`src/rtl/icache_responder.sv`:
```
// Direct-mapped, flop-based instruction cache that answers fetch requests and
// refills missing lines from a beat-oriented 32-bit memory port.
module icache_responder #(
    parameter int unsigned NUM_LINES  = 16,
    parameter int unsigned LINE_WORDS = 4,
    parameter logic [31:0] NOP_INST   = 32'h0000_0013
) (
    input  logic        clk,
    input  logic        reset,
    input  logic [31:0] icache_addr,
    input  logic        icache_re,
    output logic [31:0] icache_dout,
    output logic        stall,
    input  logic        flush,
    output logic        mem_req_valid,
    input  logic        mem_req_ready,
    output logic [31:0] mem_req_addr,
    input  logic        mem_resp_valid,
    input  logic [31:0] mem_resp_data,
    output logic [31:0] access_count,
    output logic [31:0] miss_count
);

    localparam int unsigned WB = $clog2(LINE_WORDS);
    localparam int unsigned O  = WB + 2;
    localparam int unsigned I  = $clog2(NUM_LINES);
    localparam int unsigned TW = 32 - O - I;
    localparam logic [WB-1:0] BEAT_LAST = WB'(LINE_WORDS - 1);
    localparam logic [WB-1:0] BEAT_ONE  = WB'(1);

    typedef enum logic [1:0] {RUN, MISS_REQ, MISS_DATA} state_t;

    state_t                state_q;
    logic                  pend_q;
    logic                  flush_pend_q;
    logic [31:0]           req_addr_q;
    logic [31:0]           mem_req_addr_q;
    logic [31:0]           access_q;
    logic [31:0]           miss_q;
    logic [WB-1:0]         beat_q;
    logic [NUM_LINES-1:0]  valid_q;
    logic [TW-1:0]         tag_q  [NUM_LINES];
    logic [31:0]           data_q [NUM_LINES][LINE_WORDS];

    logic [WB-1:0] req_word;
    logic [I-1:0]  req_idx;
    logic [TW-1:0] req_tag;
    logic          hit;
    logic          deliver;

    assign req_word = req_addr_q[O-1:2];
    assign req_idx  = req_addr_q[O+I-1:O];
    assign req_tag  = req_addr_q[31:O+I];

    assign hit     = valid_q[req_idx] && (tag_q[req_idx] == req_tag);
    assign deliver = (state_q == RUN) && pend_q && hit;

    // stall depends only on registered state, never on icache_re
    assign stall         = (state_q != RUN) || (pend_q && !hit);
    assign icache_dout   = deliver ? data_q[req_idx][req_word] : NOP_INST;
    assign mem_req_valid = (state_q == MISS_REQ);
    assign mem_req_addr  = mem_req_addr_q;
    assign access_count  = access_q;
    assign miss_count    = miss_q;

    always_ff @(posedge clk or posedge reset) begin
        if (reset) begin
            state_q        <= RUN;
            pend_q         <= 1'b0;
            flush_pend_q   <= 1'b0;
            req_addr_q     <= '0;
            mem_req_addr_q <= '0;
            access_q       <= '0;
            miss_q         <= '0;
            beat_q         <= '0;
            valid_q        <= '0;
        end else begin
            if (!stall) begin
                pend_q <= icache_re;
                if (icache_re) begin
                    req_addr_q <= icache_addr;
                end
            end

            case (state_q)
                RUN: begin
                    // a flush seen during a refill is applied after the refilled word is delivered
                    if (flush || flush_pend_q) begin
                        valid_q      <= '0;
                        flush_pend_q <= 1'b0;
                    end
                    if (pend_q) begin
                        if (hit) begin
                            access_q <= access_q + 32'd1;
                        end else begin
                            miss_q         <= miss_q + 32'd1;
                            mem_req_addr_q <= {req_addr_q[31:O], {O{1'b0}}};
                            state_q        <= MISS_REQ;
                        end
                    end
                end
                MISS_REQ: begin
                    if (flush) begin
                        flush_pend_q <= 1'b1;
                    end
                    if (mem_req_ready) begin
                        beat_q  <= '0;
                        state_q <= MISS_DATA;
                    end
                end
                MISS_DATA: begin
                    if (flush) begin
                        flush_pend_q <= 1'b1;
                    end
                    if (mem_resp_valid) begin
                        beat_q <= beat_q + BEAT_ONE;
                        if (beat_q == BEAT_LAST) begin
                            valid_q[req_idx] <= 1'b1;
                            state_q          <= RUN;
                        end
                    end
                end
                default: state_q <= RUN;
            endcase
        end
    end

    // Storage arrays carry no reset; valid_q alone decides whether a line is usable.
    always_ff @(posedge clk) begin
        if (state_q == MISS_DATA && mem_resp_valid) begin
            data_q[req_idx][beat_q] <= mem_resp_data;
            if (beat_q == BEAT_LAST) begin
                tag_q[req_idx] <= req_tag;
            end
        end
    end

endmodule

```
`config.mk`:
```
export PLATFORM = sky130hd
export DESIGN_NAME = icache_responder
export DESIGN_NICKNAME = d
export VERILOG_FILES = /design/src/rtl/icache_responder.sv
export SDC_FILE = /design/constraint.sdc
export NUM_CORES = 2
export LEC_CHECK = 0
export ABC_AREA = 1
export ABC_CLOCK_PERIOD_IN_PS = 14000
export BUFFER_PORTS_ARGS = -buffer_cell sky130_fd_sc_hd__buf_2
export CAP_MARGIN = 10
export CORE_ASPECT_RATIO = 1.75
export CORE_MARGIN = 2
export CORE_UTILIZATION = 61
export CTS_CLUSTER_SIZE = 20
export DETAILED_ROUTE_END_ITERATION = 6
export PLACE_DENSITY = 0.79
export SETUP_SLACK_MARGIN = 0.05
export SLEW_MARGIN = 10
export SYNTH_ARGS = -nofsm -noshare
export SYNTH_HDL_FRONTEND = slang
export SYNTH_SLANG_ARGS = --single-unit
```
`constraint.sdc`:
```
create_clock -name clk -period 14 [get_ports clk]
set_input_delay 2.8 -clock clk [delete_from_list [all_inputs] [get_ports clk]]
set_output_delay 2.8 -clock clk [all_outputs]
set_load 0.03 [all_outputs]
```
After elaboration in Yosys (flattened, before gate mapping)
Memory sizes are Yosys's and may differ from the RTL's.
Index checks and enable logic that the tools add are counted.
- add/subtract/negate cells: 3
- order comparisons: 5
- equality and inequality tests: 11
- mux-type cells: 31
- reductions and logical operators: 23
- bitwise logic cells: 5
- operators by type and width (kind ; count):
    $mux W128 ; 1
    $mux W32 ; 4
    $add A32 B1 Y32 const B ; 2
    $bmux W32 S2 ; 1
    $demux W32 S2 ; 1
    $mux W16 ; 3
    $pmux W16 S2 ; 1
    $eq A24 B24 Y1 ; 1
    $or A16 B16 Y16 ; 1
    $mux W2 ; 7
    $reduce_and A3 Y1 ; 4
    $mux W1 ; 8
    $ne A2 B2 Y1 const B ; 4
    $reduce_bool A2 Y1 ; 4
    $logic_and A1 B1 Y1 ; 7
    $ge A3 B3 Y1 const B ; 2
    $ne A2 B1 Y1 const B ; 3
    $not A2 Y3 ; 2
    $pmux W2 S3 ; 1
    $lt A4 B5 Y1 const B ; 1
    $reduce_and A5 Y1 ; 1
    $bmux W1 S4 ; 1
    $demux W1 S4 ; 1
    $eq A2 B2 Y1 const B ; 2
    other kinds (13) ; 15
- RAM bits: 2432
- memories: 2
- output and inout bits: 130
- register bits: 146
- logic and storage cells: 89
- memory list (name ; words ; bits a word ; read ports ; clocked after Yosys merged registers in ; write ports ; line ; text):
    data_q ; 16 ; 128 ; 1 ; 0 ; 1 ; 43 ; logic [31:0] data_q [NUM_LINES][LINE_WORDS];
    tag_q ; 16 ; 24 ; 1 ; 0 ; 1 ; 42 ; logic [TW-1:0] tag_q [NUM_LINES];

Longest topological paths before layout
- depth in word-level cells: 8
- depth in mapped cells: 23
- depth with buffers taken out: 20

Worst setup path before layout
OpenSTA, ideal clock, no wires.
- kind: input -> register
- start point: in mem_resp_valid
- end point: mem data_q[0][0] in the netlist's numbering, enable pin
- path slack: 7.814 ns
- arrival: 5.717 ns
- setup time: 0.470 ns
- required time: 13.530 ns
- cell stages on the path: 5
- path buffers: 1
- cells stage by stage: nand2_1 inv_1 nand2_1 clkbuf_1 nor2_1
- word-level cells in the longest chain between the ends: 3
- RTL lines (element ; line ; text):
    from (decl) ; 18 ; input logic mem_resp_valid,
    $logic_and A1 B1 Y1 ; 130 ; if (state_q == MISS_DATA && mem_resp_valid) begin
    $mux W1 ; 130 ;
    $mux W128 (not written as such) ; 131 ; data_q[req_idx][beat_q] <= mem_resp_data;
    to (decl) ; 43 ;
Every way passes these cells.

Worst setup path in the final report
- start point: reg req_addr_q[4]
- end point: out icache_dout[10]
- word-level cells in the longest chain between the ends: 5
- elaborated cells between the ends (all ways): 11
- RTL lines (element ; line ; text):
    from (decl) ; 36 ; logic [31:0] req_addr_q;
    from (signal assigned) ; 81 ; req_addr_q <= icache_addr;
    $mem_v2 Z16 W24 (tied with other cells) ; -- ;
    $eq A24 B24 Y1 (tied with other cells) ; 55 ; assign hit = valid_q[req_idx] && (tag_q[req_idx] == req_tag);
    $logic_and A1 B1 Y1 or $mux W32 (tied branches) ; 55, 60 ;
    $logic_and A1 B1 Y1 or $mux W32 (tied branches) ; 56, 60 ;
    $mux W32 * ; 60 ; assign icache_dout = deliver ? data_q[req_idx][req_word] : NOP_INST;
    to (decl) ; 12 ; output logic [31:0] icache_dout,
Mark *: on every way between the ends. The rest lies on a longest branch, timed or not. The select of a mux whose other input is x is not followed.

==> reports/qor.yml <==
detailed_routing:
  post_drt_wl_per_cell_um: 29.4
  drt_iter0_markers: 9556
  vias: 62888
  drc: 1
  wl_um: 270000
  antenna_left: 0
  top_layer: "met5"
  drtPass1Iterations: 7
  dr_wl_met2_um: 133000
  via_per_inst: 6.84
  wl_met1_um: 86900
  met3_length_um: 30900
global_routing:
  antenna_found_initial: 11
  grt.total_usage_pct: 32.5
  grt_pass1_vias: 62202
  grt_max_degree: 130
  overflow: 0
  grt_pass1_wl_um: 392000
run_status:
  violations: "DRC"
  status: "finished with violations"
power_and_ir_drop:
  p_switching_mw: 6.51
  p_int_mw: 13.2
  p_seq_share_pct: 45.3
  peakVddDrop_uv: 126
  switching_share_pct: 33.1
  combPwrFrac_pct: 24.9
  p_clk_share_pct: 29.8
  powerDensity_nw_per_um2: 182
  total_leakage_power_nw: 36.3
synth:
  synth_edf_count: 2432
  postSynthAreaPerCell_um2: 14.3
  yosysSeqAreaShare_pct: 78.3
  synthArstFlopShare_pct: 5.59
  ys_ff_latch: 2576
  syn_area_um2: 97900
  ys_types: 49
  synth_cells: 6853
  synth_top_flop_cell: "edfxtp_1"
  yosys_warnings: 0
cts:
  cts.htree.levels: 4
  cts_root_buf: "clkbuf_16"
  cts_hold_buffers: 0
  cts_tree: "built"
  cts-buffers-inserted: 210
  worstSkewPairLatency_ps: 870
  path_clk_slew_ps: 70
  clk_path_buf_depth: 4
  cts_setup_buffers: 0
  ctsResizeCount: 0
  cts_sinks: 2576
final_layout:
  final_util_pct: 67.8
  layout_common_cells: "2,432 x edfxtp_1, 1,385 x nand2_1, 822 x o22ai_1"
  layout-drive-gt1-share_pct: 10.0
  final_common_cell: "edfxtp_1"
  nNetsFinal: 7054
  area_growth_pct: 10.4
sta:
  setup_viol: 0
  slew_headroom_pct: 19.7
  hold_viol: 0
  fin_crit_sh_pct: 73.2
  rsz0062_at_grt: "no"
  setup_ws_ps: 3750
  fin_crit_ps: 10250
  skew_ps: 61.2
  finalSetupTns_ps: 0
  worstMarginPinSlew_ps: 1200
  slew_viol_final: 0
  clock.fmax_mhz: 97.6
placed_design:
  place_congestion: 0.900
  portBuffers: 193
  pre_cts_ws_ps: 4800
  dpl.hpwl_um: 142000
worst_setup_path:
  critPathLaunchType: "flip-flop"
  cp.required_ps: 11200
  critPathArrivalTime_ps: 7450
  endpoint_kind: "output pin"
  path_class: "flip-flop to output pin"
  path_max_fanout: 68
floorplanning:
  coreArea_um2: 159000
  initial_core_util_pct: 61.4
  placementRows: 194
  num_io_pins: 200
  die_y_um: 534
  die_w_um: 307
  die_area_um2: 164000
min_path:
  hold_class: "flip-flop to flip-flop"
flow_run:
  maxCapViolations: 0
-- Yosys cell counts (2+ instances only) --
cell       number  area share (%)
a22oi_1       122            0.94
o22a_1         48            0.43
nand4_1       114            0.73
o221ai_1       59            0.53
and3_1          3           0.019
dfrtp_1       144             3.7
a21oi_1       100            0.51
o21ai_0       443             2.3
o211ai_1       18            0.14
a41oi_1         9           0.081
inv_2           8           0.031
nor4b_1         2           0.018
o22ai_1       822             5.3
ha_1           11            0.14
buf_6           4           0.046
o2111ai_1       4           0.036
o21ai_1        10           0.051
a22o_1          4           0.036
xnor2_1        26            0.23
nand3b_1        5           0.038
o21bai_1       10           0.077
nor2_1        290             1.1
nor3_1         19           0.097
nor2_2          2           0.013
nor4_1         14           0.089
nand3_1       154            0.79
edfxtp_1     2432              75
buf_1          53            0.20
nand2_2         4           0.026
o41ai_1         4           0.036
a221oi_1       17            0.15
or2_2           3           0.019
nand2_1      1386             5.3
inv_1         105            0.40
nor2_4          3           0.035
buf_4          12           0.092
buf_2          73            0.37
clkinv_1        4           0.015
xor2_1         26            0.23
clkbuf_1      277             1.1
-- worst max-delay path: stages, from the launching register on --
cell and delay (ps):
dfrtp_4 660, inv_4 380, buf_4 600, buf_4 690, nand2_1 100, nand2_1 100
nand2_1 60, nand2_1 90, nand2_1 60, nand2_1 200, o21ai_0 110, nand2_1 100
nand2_1 50, nor2_1 490, nand2_1 350, nor2_4 240, nand2_2 460, nor2_4 490
inv_2 330, buf_4 330, a21oi_1 260, buf_2 250
-- logic make-up after synthesis --
group                      Yosys count  synth area share (%)
AOI/OAI and AO/OA                 1673                  10.6
and+or+nand+nor                   2003                  8.33
other                                1               0.00383
adders and majority gates           11                 0.141
xor gates and xnor gates            52                 0.465
DFF                               2576                  78.3
buffers and inverters              537                  2.23
-- per-stage QoR --
| stage | instance area [um^2] | hold WS, ps | std cells | total power, mW |
|---|---|---|---|---|
| 2_1_floorplan | 97900 | 457 | 6856 | 12.0 |
| 3_3_place_gp | 101000 | 448 | 8819 | 13.7 |
| 3_5_place_dp | 101000 | 453 | 8819 | 13.8 |
| 4_1_cts | 108000 | 470 | 9185 | 19.5 |
| 5_1_grt | 108000 | 488 | 9188 | 20.3 |
| 6_report | 108000 | 465 | 9190 | 19.7 |
-- state kept, by name, indices dropped and copies added, names as in the netlist --
name / cells
state_q: 2
flush_pend_q: 1
tag_q: 384
access_count: 32
valid_q: 16
beat_q: 2
mem_req_addr: 28
data_q: 2048
miss_count: 32
req_addr_q: 30
pend_q: 1
-- power groups by stage --
stage / sequential [mW] / combinational [mW] / clock (mW)
6_report: 8.92 / 4.90 / 5.86
5_1_grt: 8.94 / 5.18 / 6.14
4_1_cts: 8.92 / 4.76 / 5.87
3_5_place_dp: 9.08 / 4.70 / 0
3_3_place_gp: 9.06 / 4.60 / 0
2_1_floorplan: 9.04 / 2.92 / 0
-- routing by layer --
| layer | up-vias | global-route usage (%) |
|---|---|---|
| li1 | 26339 | - |
| met2 | 4699 | 54.7 |
| met1 | 30689 | 39.0 |
| met3 | 1151 | 5.59 |
| met5 | - | 0 |
| met4 | 10 | 20.8 |
-- worst paths after layout --
path                                   from               end  slack [ps]  cells past startpoint
hold reg to reg            mem_req_addr[19]  mem_req_addr[19]         460                      2
min in group asynchronous             reset       valid_q[12]        2080                      2
max in group asynchronous             reset     req_addr_q[4]       10420                      3
hold / removal             mem_req_addr[19]  mem_req_addr[19]         460                      2
setup reg to reg              req_addr_q[4]   mem_req_addr[8]        7800                     19
setup / recovery              req_addr_q[4]   icache_dout[10]        3750                     21
-- cell type report --
class                      instances  area [um^2]
sequential                      2576        76600
fill                            9997        51400
multi-input combinational       3743        19600
clock buffer                     244         5430
tap                             2058         2570
timing repair buffer             324         2050
clock inverter                   122         1270
inverter                         118          472
antenna                            5         12.5
Power figures use the tool's default switching activity.
